$ cat src/rtl/voice_mixer.sv
// voice_mixer: multi-channel voice mixer, one multiply-accumulate per channel per cycle, saturated DAC output.
// Optional per-channel gain envelope (soft hush) enabled by defining VOICE_MIXER_SOFT_HUSH_EN.
module voice_mixer #(
  parameter int NUM_CH    = 4,
  parameter int SAMPLE_W  = 8,
  parameter int GAIN_W    = 4,
  parameter int OUT_W     = 8,
  parameter int OUT_SHIFT = 2
) (
  input  logic                         clk,
  input  logic                         rst_n,
  input  logic                         sample_tick,
  input  logic [NUM_CH*SAMPLE_W-1:0]   ch_sample,
  input  logic [NUM_CH*GAIN_W-1:0]     ch_gain,
  input  logic [NUM_CH-1:0]            ch_hush,
  output logic [OUT_W-1:0]             mix_out,
  output logic                         mix_valid,
  output logic                         busy,
  output logic                         clip,
  output logic                         overrun
);
  localparam int ACC_W  = SAMPLE_W + GAIN_W + $clog2(NUM_CH + 1);
  localparam int PROD_W = SAMPLE_W + GAIN_W;
  localparam int RES_W  = ACC_W + OUT_SHIFT;
  localparam int IDX_W  = NUM_CH > 1 ? $clog2(NUM_CH) : 1;
  localparam logic [1:0] IDLE  = 2'd0;
  localparam logic [1:0] ACCUM = 2'd1;
  localparam logic [1:0] SCALE = 2'd2;
  logic [1:0]                   state;
  logic [NUM_CH*SAMPLE_W-1:0]   snap_sample;
  logic [NUM_CH*GAIN_W-1:0]     snap_gain;
  logic [NUM_CH*GAIN_W-1:0]     eff_gain;
  logic [ACC_W-1:0]             acc;
  logic [IDX_W-1:0]             idx;
  logic [SAMPLE_W-1:0]          cur_s;
  logic [GAIN_W-1:0]            cur_g;
  logic [PROD_W-1:0]            prod;
  logic [RES_W-1:0]             res;
  logic                         sat;
  logic                         accept;
  assign busy   = state != IDLE;
  assign accept = sample_tick && state == IDLE;
  always_comb begin
    cur_s = '0;
    cur_g = '0;
    for (int i = 0; i < NUM_CH; i++)
      if (idx == IDX_W'(i)) begin
        cur_s = snap_sample[i*SAMPLE_W +: SAMPLE_W];
        cur_g = snap_gain[i*GAIN_W +: GAIN_W];
      end
  end
  assign prod = PROD_W'(cur_s) * PROD_W'(cur_g);
  assign res  = RES_W'(acc >> GAIN_W) << OUT_SHIFT;
  assign sat  = |res[RES_W-1:OUT_W];
`ifdef VOICE_MIXER_SOFT_HUSH_EN
  logic [NUM_CH*GAIN_W-1:0] env;
  function automatic logic [GAIN_W-1:0] env_step(input logic [GAIN_W-1:0] e, input logic [GAIN_W-1:0] t,
                                                 input logic h);
    return h ? (e == '0 ? e : e - 1'b1) : (e < t ? e + 1'b1 : t);
  endfunction
  // The envelope steps before use, so the frame mixes with the updated gain.
  always_comb begin
    eff_gain = '0;
    for (int i = 0; i < NUM_CH; i++)
      eff_gain[i*GAIN_W +: GAIN_W] = env_step(env[i*GAIN_W +: GAIN_W], ch_gain[i*GAIN_W +: GAIN_W], ch_hush[i]);
  end
  always_ff @(posedge clk)
    if (!rst_n) env <= '0;
    else if (accept) env <= eff_gain;
`else
  always_comb begin
    eff_gain = '0;
    for (int i = 0; i < NUM_CH; i++)
      eff_gain[i*GAIN_W +: GAIN_W] = ch_hush[i] ? '0 : ch_gain[i*GAIN_W +: GAIN_W];
  end
`endif
  always_ff @(posedge clk) begin
    if (!rst_n) begin
      state       <= IDLE;
      snap_sample <= '0;
      snap_gain   <= '0;
      acc         <= '0;
      idx         <= '0;
      mix_out     <= '0;
      mix_valid   <= 1'b0;
      clip        <= 1'b0;
      overrun     <= 1'b0;
    end else begin
      mix_valid <= 1'b0;
      if (sample_tick && busy) overrun <= 1'b1;
      if (accept) begin
        snap_sample <= ch_sample;
        snap_gain   <= eff_gain;
        acc         <= '0;
        idx         <= '0;
        state       <= ACCUM;
      end else if (state == ACCUM) begin
        acc   <= acc + ACC_W'(prod);
        idx   <= idx + 1'b1;
        state <= idx == IDX_W'(NUM_CH - 1) ? SCALE : ACCUM;
      end else if (state == SCALE) begin
        mix_out   <= sat ? '1 : res[OUT_W-1:0];
        clip      <= sat;
        mix_valid <= 1'b1;
        state     <= IDLE;
      end
    end
  end
endmodule

$ cat config.mk
export PLATFORM = sky130hd
export DESIGN_NAME = voice_mixer
export DESIGN_NICKNAME = d
export VERILOG_FILES = /design/src/rtl/voice_mixer.sv
export SDC_FILE = /design/constraint.sdc
export NUM_CORES = 1
export LEC_CHECK = 0
export ABC_AREA = 0
export CAP_MARGIN = 20
export CORE_MARGIN = 1
export CORE_UTILIZATION = 55
export DETAILED_ROUTE_END_ITERATION = 10
export PLACE_DENSITY = 0.8
export SLEW_MARGIN = 20
export SYNTH_ARGS = -nofsm -noshare
export SYNTH_HDL_FRONTEND = slang
export SYNTH_SLANG_ARGS = --single-unit
export TNS_END_PERCENT = 10
$ cat constraint.sdc
create_clock -name clk -period 14.9 [get_ports clk]
set_clock_uncertainty 0.15 [all_clocks]
set_input_delay 2.98 -clock clk [delete_from_list [all_inputs] [get_ports clk]]
set_output_delay 2.98 -clock clk [all_outputs]
set_load 0.05 [all_outputs]
==> results of run 1 <==
[where the power goes]
group | internal [mW] | total [mW] | switching [mW]
combinational | 0.0328 | 0.0732 | 0.0404
clock | 0.0617 | 0.144 | 0.0825
sequential | 0.212 | 0.218 | 0.00578
total | 0.307 | 0.435 | 0.129
[cell families (layout without fill, tap and decap cells)]
family	after synthesis	after routing
fa+ha+maj	50	50
buf+inv	82	133
mux	9	9
flops	76	76
simple gates	220	220
xor+xnor	10	10
compound gates	131	131
[flip-flops by register name, indices dropped and copies added (netlist names)]
register,count
overrun,1
mix_out,7
mix_valid,1
snap_sample,32
acc,15
state,2
snap_gain,16
idx,2
[final cells by class]
class	count	share of cell area, %
clock inverters	6	0.8532
clock buffers	10	2.290
multi-input cells	420	51.71
inverters	48	3.233
well taps	105	2.357
flip-flops and latches	76	27.30
repair buffers	69	12.26
[routing by layer]
layer | wire, um | up-vias | track usage [%]
met3 | 369 | 12 | 3.382
met1 | 4972 | 1904 | 33.85
li1 | - | 2011 | -
met2 | 5050 | 87 | 43.05
met4 | 144 | 0 | 8.333
met5 | 0 | - | 0
[cell usage after synthesis]
master / number / area share [%]
and2_1: 3 / 0.40
a41oi_1: 1 / 0.19
a31o_2: 1 / 0.19
o22ai_1: 1 / 0.13
o21ai_1: 3 / 0.32
a21oi_1: 46 / 4.9
clkinv_1: 1 / 0.079
a21o_1: 7 / 1.1
a211oi_2: 2 / 0.53
nor3_2: 2 / 0.42
xnor2_1: 4 / 0.74
ha_1: 29 / 7.7
or4_1: 1 / 0.16
o221a_2: 6 / 1.4
a221oi_2: 2 / 0.64
nor3b_1: 1 / 0.16
buf_1: 1 / 0.079
buf_2: 3 / 0.32
clkbuf_1: 28 / 2.2
dfxtp_1: 76 / 32
o21a_1: 5 / 0.79
and3_1: 3 / 0.40
o31ai_1: 1 / 0.16
fa_1: 21 / 8.9
nor2_1: 53 / 4.2
nand4b_1: 1 / 0.19
a21boi_0: 48 / 7.6
o21ai_0: 4 / 0.42
nor3_1: 3 / 0.32
buf_4: 2 / 0.32
nor2b_1: 1 / 0.13
o311ai_1: 1 / 0.19
a211oi_1: 1 / 0.16
or3_1: 1 / 0.13
mux2i_1: 9 / 1.9
nand3_1: 6 / 0.64
a31oi_1: 1 / 0.13
o211a_1: 1 / 0.21
inv_1: 47 / 3.7
or2_2: 8 / 1.1
nand2_1: 105 / 8.3
nand3b_1: 29 / 4.6
xor2_1: 6 / 1.1
nor4_1: 3 / 0.40
[critical path: cells and delay by family (launching register included)]
kind	cells	cell delay, ns
and+or+nand+nor	6	0.81
DFF	1	0.41
AOI/OAI and AO/OA	6	1.64
buffers and inverters	2	0.10
adders and majority gates	5	2.54
[stage by stage]
stage	total power [mW]	area [um^2]	setup slack, ns	instances	hold WS [ns]
6_report	0.4353	5573	9.137	734	0.3175
5_1_grt	0.4545	5573	8.739	734	0.3402
4_1_cts	0.4364	5573	9.183	734	0.3191
3_5_place_dp	0.2950	5398	9.245	718	0.3088
3_3_place_gp	0.2921	5398	9.432	718	0.3011
2_1_floorplan	0.2667	4722	10.04	578	0.2910
[worst max-delay path by stage]
| stage | start | to | slack, ns | cells past startpoint |
|---|---|---|---|---|
| after floorplan | idx[0] | acc[13] | 10.04 | 21 |
| after global placement | idx[0] | acc[12] | 9.43 | 19 |
| after detailed placement | idx[1] | acc[13] | 9.25 | 20 |
| after CTS | idx[0] | acc[13] | 9.18 | 19 |
| after global routing | idx[0] | acc[13] | 8.74 | 19 |
| final | idx[0] | acc[13] | 9.14 | 19 |
==> results.yml, run 1 <==
status:
  status: "finished, final reports clean"
sta:
  finalSetupTns_ns: 0
  relSlewSlack_pct: 28.88
  layout_worst_path_cycle_share_pct: 38.68
  setup_viol: 0
  rsz0062_at_grt: "no"
  hold_viol: 0
  slew_viol_final: 0
  finalCriticalPeriod_ns: 5.763
  fmax_mhz: 173.5
  worst_pin_slew_ns: 1.067
route:
  drc: 0
  wirelength_um: 10540
  num_vias: 4014
  wire_per_inst_um: 14.36
  via_per_inst: 5.469
  drtAntennaViolNets: 0
  drt_first_pass_iters: 5
  drt_iter0_drc: 164
layout:
  final_common_cell: "nand2_1"
  n_antenna_cell: 0
  nNetsFinal: 729
  most-common-layout-cells: "nand2_1 (105), dfxtp_1 (76), clkdlybuf4s50_1 (66)"
  fill_cells: 684
  multi_input_area_um2: 2882
  area_growth_pct: 18.02
  drive_gt1_share_pct: 6.200
  regArea_um2: 1521
  final_util_pct: 67.48
critical_path:
  critPathRequiredTime_ns: 15.00
  cp.arrival_ns: 5.87
  critPathSlowestCell: "ha_1"
  path_class: "register to register"
  r2r_slack_ns: 9.14
  start_kind: "register"
  worstReg2RegStart: "idx[0]"
  r2r_cells: 19
  end_kind: "register"
  cp_cell_sequence: "ha_1 > nand3b_1 > a21oi_1 > a21oi_1 > nor2_1 > a21oi_1 > nor2_1 > fa_1 > fa_1 > inv_1 > fa_1 > inv_1 > ha_1 > and3_1 > a221oi_2 > nor3_2 > a211oi_2 > nor3_1 > o21a_1"
  path_max_fanout: 24
  worstReg2RegEnd: "acc[13]"
  cpPeakStageDelay_ns: 0.60
global_route:
  grt-ovfl-total: 0
  grt_pass1_wl_um: 18030
  grt_max_degree: 59
  grt_pass1_vias: 3952
  track_usage_pct: 25.60
  antenna_found_initial: 0
synth:
  netlist_area_um2: 4722
  syn_inst: 578
  ys_ff_latch: 76
  synth_area_per_cell_um2: 8.170
  synth_nets: 683
  synthSimpleGateAreaFrac_pct: 21.57
  synth_cell_types: 44
  synth_fa_ha_area_share_pct: 16.59
  synth_compound_area_share_pct: 19.10
  synth_top_family_by_area: "simple AND/OR/NAND/NOR gates"
  yosys_warnings: 0
  muxShareOfSynthArea_pct: 1.908
  ys_seq_area_share_pct: 32.22
  synth_xor_area_share_pct: 1.855
floorplanning:
  die_h_um: 94.66
  row_count: 33
  die_area_um2: 8961
  core_area_um2: 8258
  initial_core_util_pct: 57.18
  die_w_um: 94.66
  io_pins: 67
cts:
  post_cts_buffers: 0
  cts_resized: 0
  numCtsBuffers: 9
  clkSlewWorstSetupHoldPaths_ns: 0.09
  cts-root-buf: "clkbuf_8"
  clk_latency_ns: 0.35
  cts_max_level: 3
  cts_max_path_buffers: 2
  cts.sinks: 76
  cts_tree: "built"
  cts_hold_buffers: 0
pwr:
  ir_drop_mv: 0.05066
  p_leak_nw: 2.274
  p_per_area_nw_per_um2: 78.11
min_path:
  holdPathEnd: "snap_sample[27]"
  hold_class: "register to register"
  worstHoldStart: "snap_sample[27]"
  worstHoldPathCells: 2
place:
  finalWeightedCongestion: 0.9153
  io_buffers: 66
  dpl.hpwl_um: 7765
run:
  drv_cap: 0
Note: power is estimated with default switching activity, not from simulation.
==> run 2, diff against run 1 <==
- clock period: 14.9 -> 5.67 ns (I/O delays scaled with it)
==> run 2 against run 1 <==
Clock power rose to 3.1 times the previous value. Sequential cell count unchanged. Global-route usage up 0.20 points. Combinational power rose to 2.6 times the previous value. Total power rose to 2.8 times the previous value. Critical path type unchanged. Largest cell class unchanged. Largest power group unchanged.
==> results.yml, run 2 (same netlist as run 1, synthesis figures left out) <==
global_route:
  track_usage_pct: 25.80
  grt-ovfl-total: 0
  grt_pass1_vias: 4041
  grt_pass1_wl_um: 18170
  antenna_found_initial: 0
  grt_max_degree: 58
sta:
  finalSetupTns_ns: 0
  layout_worst_path_cycle_share_pct: 93.73
  fmax_mhz: 188.2
  setup_viol: 0
  fin_ws_ns: 0.3553
  hold_viol: 0
  slew_viol_final: 0
  relSlewSlack_pct: 56.95
  rsz0062_at_grt: "yes"
  worst_pin_slew_ns: 0.6442
  finalCriticalPeriod_ns: 5.315
layout:
  design_area_um2: 5648
  regArea_um2: 1521
  largest_reg_flops: 32
  final_common_cell: "nand2_1"
  drive_gt1_share_pct: 7.583
  n_antenna_cell: 0
  fill_cells: 694
  nNetsFinal: 733
  multi_input_area_um2: 2894
  reg_top3: "snap_sample x32, snap_gain x16, acc x15"
  most-common-layout-cells: "nand2_1 (105), dfxtp_1 (76), clkdlybuf4s50_1 (66)"
  regMostFlops: "snap_sample"
  area_growth_pct: 19.61
  final_cell_count_no_fill: 738
pwr:
  ir_drop_mv: 0.1311
  total_power_mw: 1.210
  p_per_area_nw_per_um2: 214.2
  p_leak_nw: 2.323
route:
  via_per_inst: 5.516
  drtAntennaViolNets: 0
  wirelength_um: 10500
  wire_per_inst_um: 14.23
  drc: 0
  num_vias: 4071
  drt_iter0_drc: 127
  drt_first_pass_iters: 5
critical_path:
  critPathSlowestCell: "fa_1"
  end_kind: "register"
  critPathBufInv: 3
  cp.arrival_ns: 5.43
  path_class: "register to register"
  start_kind: "register"
  crit_top_cell: "a21oi_1"
  critPathRequiredTime_ns: 5.78
  critPathTopFamily: "adder cells"
  cp_cell_sequence: "inv_1 > ha_1 > nand3b_1 > a21oi_1 > a21oi_1 > nor2_1 > a21oi_1 > buf_4 > or2_2 > fa_1 > fa_1 > fa_1 > inv_1 > ha_1 > and3_1 > a221oi_2 > a211oi_2 > nor4_1 > a21oi_1 > o311ai_1"
  cpPeakStageDelay_ns: 0.52
  path_max_fanout: 12
floorplanning:
  initial_core_util_pct: 57.18
  io_pins: 67
  die_area_um2: 8961
  die_w_um: 94.66
  die_h_um: 94.66
  core_area_um2: 8258
  row_count: 33
place:
  dp_cells: 722
  placed_area_um2: 5428
  io_buffers: 66
  dpl.hpwl_um: 7672
  pre_cts_ws_ns: 0.1331
  finalWeightedCongestion: 0.9418
min_path:
  hold_class: "register to register"
cts:
  cts_hold_buffers: 0
  cts.sinks: 76
  numCtsBuffers: 9
  clk_latency_ns: 0.36
  cts-root-buf: "clkbuf_8"
  cts_resized: 0
  clkSlewWorstSetupHoldPaths_ns: 0.09
  cts_max_level: 3
  post_cts_buffers: 0
  cts_tree: "built"
  cts_max_path_buffers: 2
run:
  drv_cap: 0
status:
  status: "finished, final reports clean"
run 2: changes by cell type in the layout (fill, tap and decap cells not counted), moves of 2 or more:
cell        delta
clkinv_4       +2
ha_2           +2
a21oi_2        +2
buf_4          +4
ha_1           -2
clkinvlp_4     -4
a21oi_1        -2
run 2: report_power, final:
group / switching (mW) / total [mW] / internal (mW)
Clock: 0.224 / 0.444 / 0.220
Combinational: 0.105 / 0.193 / 0.0879
Sequential: 0.0155 / 0.573 / 0.557
Total: 0.345 / 1.21 / 0.865
run 2: cell type report:
cell class | count | area share [%]
multi-input combinational | 420 | 51.24
sequential | 76 | 26.94
timing repair buffer | 73 | 12.63
clock buffer | 10 | 2.437
tap | 105 | 2.326
inverter | 48 | 3.190
clock inverter | 6 | 1.241
run 2: path summary, 6_finish.rpt:
check             depth (start not counted)    startpoint  slack, ns      endpoint
setup reg to reg                         20        idx[0]       0.36       acc[10]
hold / removal                            2  snap_gain[0]       0.32  snap_gain[0]
setup / recovery                         20        idx[0]       0.36       acc[10]
hold reg to reg                           2  snap_gain[0]       0.32  snap_gain[0]
run 2: stage by stage:
step / utilization (%) / hold WS [ns]
floorplan: - / 0.2910
global placement: 65.73 / 0.2999
detailed placement: 65.73 / 0.3090
CTS: 68.24 / 0.3204
global route: 68.39 / 0.3449
finish: 68.39 / 0.3185
run 2: tightest hold or removal path, stage by stage (launching register included):
cell and delay, ns:
dfxtp_1 0.32, nand2_1 0.05, a21boi_0 0.06
run 2: metal layers:
metal	part of all wire (%)	track usage [%]	vias to the layer above
met5	0	0	-
met4	1.9	9.975	0
met3	4.7	4.026	19
met2	47	42.15	91
met1	47	34.17	1940
li1	-	-	2021
==> variant, RTL diff (config.mk and constraints of run 2) <==
Add a define of `VOICE_MIXER_SOFT_HUSH_EN`.
--- a/src/rtl/voice_mixer.sv
+++ b/src/rtl/voice_mixer.sv
@@ -1,4 +1,6 @@
 // voice_mixer: multi-channel voice mixer, one multiply-accumulate per channel per cycle, saturated DAC output.
 // Optional per-channel gain envelope (soft hush) enabled by defining VOICE_MIXER_SOFT_HUSH_EN.
+`define VOICE_MIXER_SOFT_HUSH_EN
+
 module voice_mixer #(
   parameter int NUM_CH    = 4,
Formal check against the unedited RTL: not equivalent (Yosys sat finds a counterexample within 10 cycles, from zero or initial values and one cycle with rst_n low).
==> variant against run 2 <==
Final area grew 18%; critical endpoint is now acc[14]$_SDFFE_PP0P_; area after synthesis grew 21%; worst setup slack lost 0.026 ns; routed wire length grew 29%; via count grew 26%; highest routed layer unchanged; sequential cell count is the same; first-iteration DRC count grew 80%.
Power is not compared: it rests on default switching activity, and its combinational part moved more than twofold at a synthesized area within 25%.
==> variant: results (changes against run 2) <==
The logs give 52 (was 58) for the pin count of the biggest net entering global routing and 5140 (was 4071) for the via count. The tools report the termination of the worst setup path as acc[14]$_SDFFE_PP0P_ (was acc[10]$_SDFFE_PP0N_). The run gives 4966 (was 4041) as the via count of the first global-routing pass. The design area was 6640 sq um (was 5650 sq um). The met2 wirelength from detailed routing was 6610 um (was 4920 um); the highest fanout seen on the critical path was 17 (was 12). The startpoint of the most critical setup path is idx[0]$_SDFFE_PP0P_ (was idx[0]$_SDFFE_PP0N_).

The synthesized instance count was 717 (was 578). The share of layout cells above drive strength 1 is 5.07% (was 7.58%), and the xor and xnor area share after synthesis is 2.30% (was 1.85%). The run finished with clean final reports. The mux cell area share after synthesis came out at 4.30% (was 1.91%). Worst slack on hold paths: 0.311 ns (was 0.319 ns).

The tools report the post-synthesis cell type count as 58 (was 44). The run gives 34.3% (was 56.9%) as the worst relative slew slack. The routed length on met1 was 5960 um (was 4900 um). Global-route wire length before repair: 22900 um (was 18200 um). The largest stage delay on the critical path is 0.54 ns (was 0.52 ns), and the global-route track usage on met3 is 3.88% (was 4.03%).

The run gives 44.0% (was 42.1%) as the met2 routing resource usage after global routing. The hold-critical path endpoint is snap_sample[25]$_SDFFE_PN0P_ (was snap_gain[0]$_SDFFE_PN0P_). The worst min-delay path startpoint is snap_sample[25]$_SDFFE_PN0P_ (was snap_gain[0]$_SDFFE_PN0P_). Arrival time of the worst setup path: 5.50 ns (was 5.43 ns). Top cell types by occurrence after synthesis: 94 x nand2_1, 81 x inv_1, 76 x dfxtp_1, 73 x a21oi_1, 56 x nor2_1 (was 105 x nand2_1, 76 x dfxtp_1, 53 x nor2_1, 48 x a21boi_0, 47 x inv_1). Largest cells by area after synthesis: dfxtp_1 27%, ha_1 12%, fa_1 7.4% (was dfxtp_1 32%, fa_1 8.9%, nand2_1 8.3%).

The total cell area at the placement stage is 6430 sq um (was 5430 sq um), and the pre-CTS worst setup slack is 0.289 ns (was 0.133 ns). The logs give 25.9% (was 25.8%) for the global-route usage over all layers and 838 (was 694) for the number of filler cells placed in the layout. The number of nets in the layout was 893 (was 733). The filler-free cell count of the finished design was 902 (was 738).

For the number of nets in the synthesized netlist, the log shows 846 (was 683). The reg2reg setup slack came out at 0.33 ns (was 0.36 ns). The met3 wirelength from detailed routing was 670 um (was 495 um). The number of cell instances on the worst register-to-register path was 18 (was 20). The final weighted congestion of routability-driven global placement is 0.903 (was 0.942), and the clock insertion delay at the later pin of the skew report is 0.38 ns (was 0.36 ns).
## variant: timing repair
action,CTS,global route
resized for setup,0,2
hold buffers,0,0
endpoints found under the setup margin,0,2
## variant: critical path, delay by kind of cell, from the launching register on
family                   cells  cell delay, ns
adder cells (fa/ha/maj)      5            2.03
AO/OA/AOI/OAI                6            1.82
flip-flops                   1            0.40
buffers and inverters        3            0.39
AND/OR/NAND/NOR              3            0.27
multiplexers                 1            0.22
## variant: cell families after synthesis
group,count (synthesis)
AOI/OAI and AO/OA,169
xor gates and xnor gates,15
adders and majority gates,74
buffers and inverters,116
DFF,76
muxes,24
and+or+nand+nor,243
## variant: layout make-up
type,count,area share [%]
clock inverter,7,1.24
timing repair buffer,70,10.4
inverter,82,4.63
clock buffer,9,1.87
multi-input combinational,525,56.4
sequential,76,22.9
tap,133,2.51
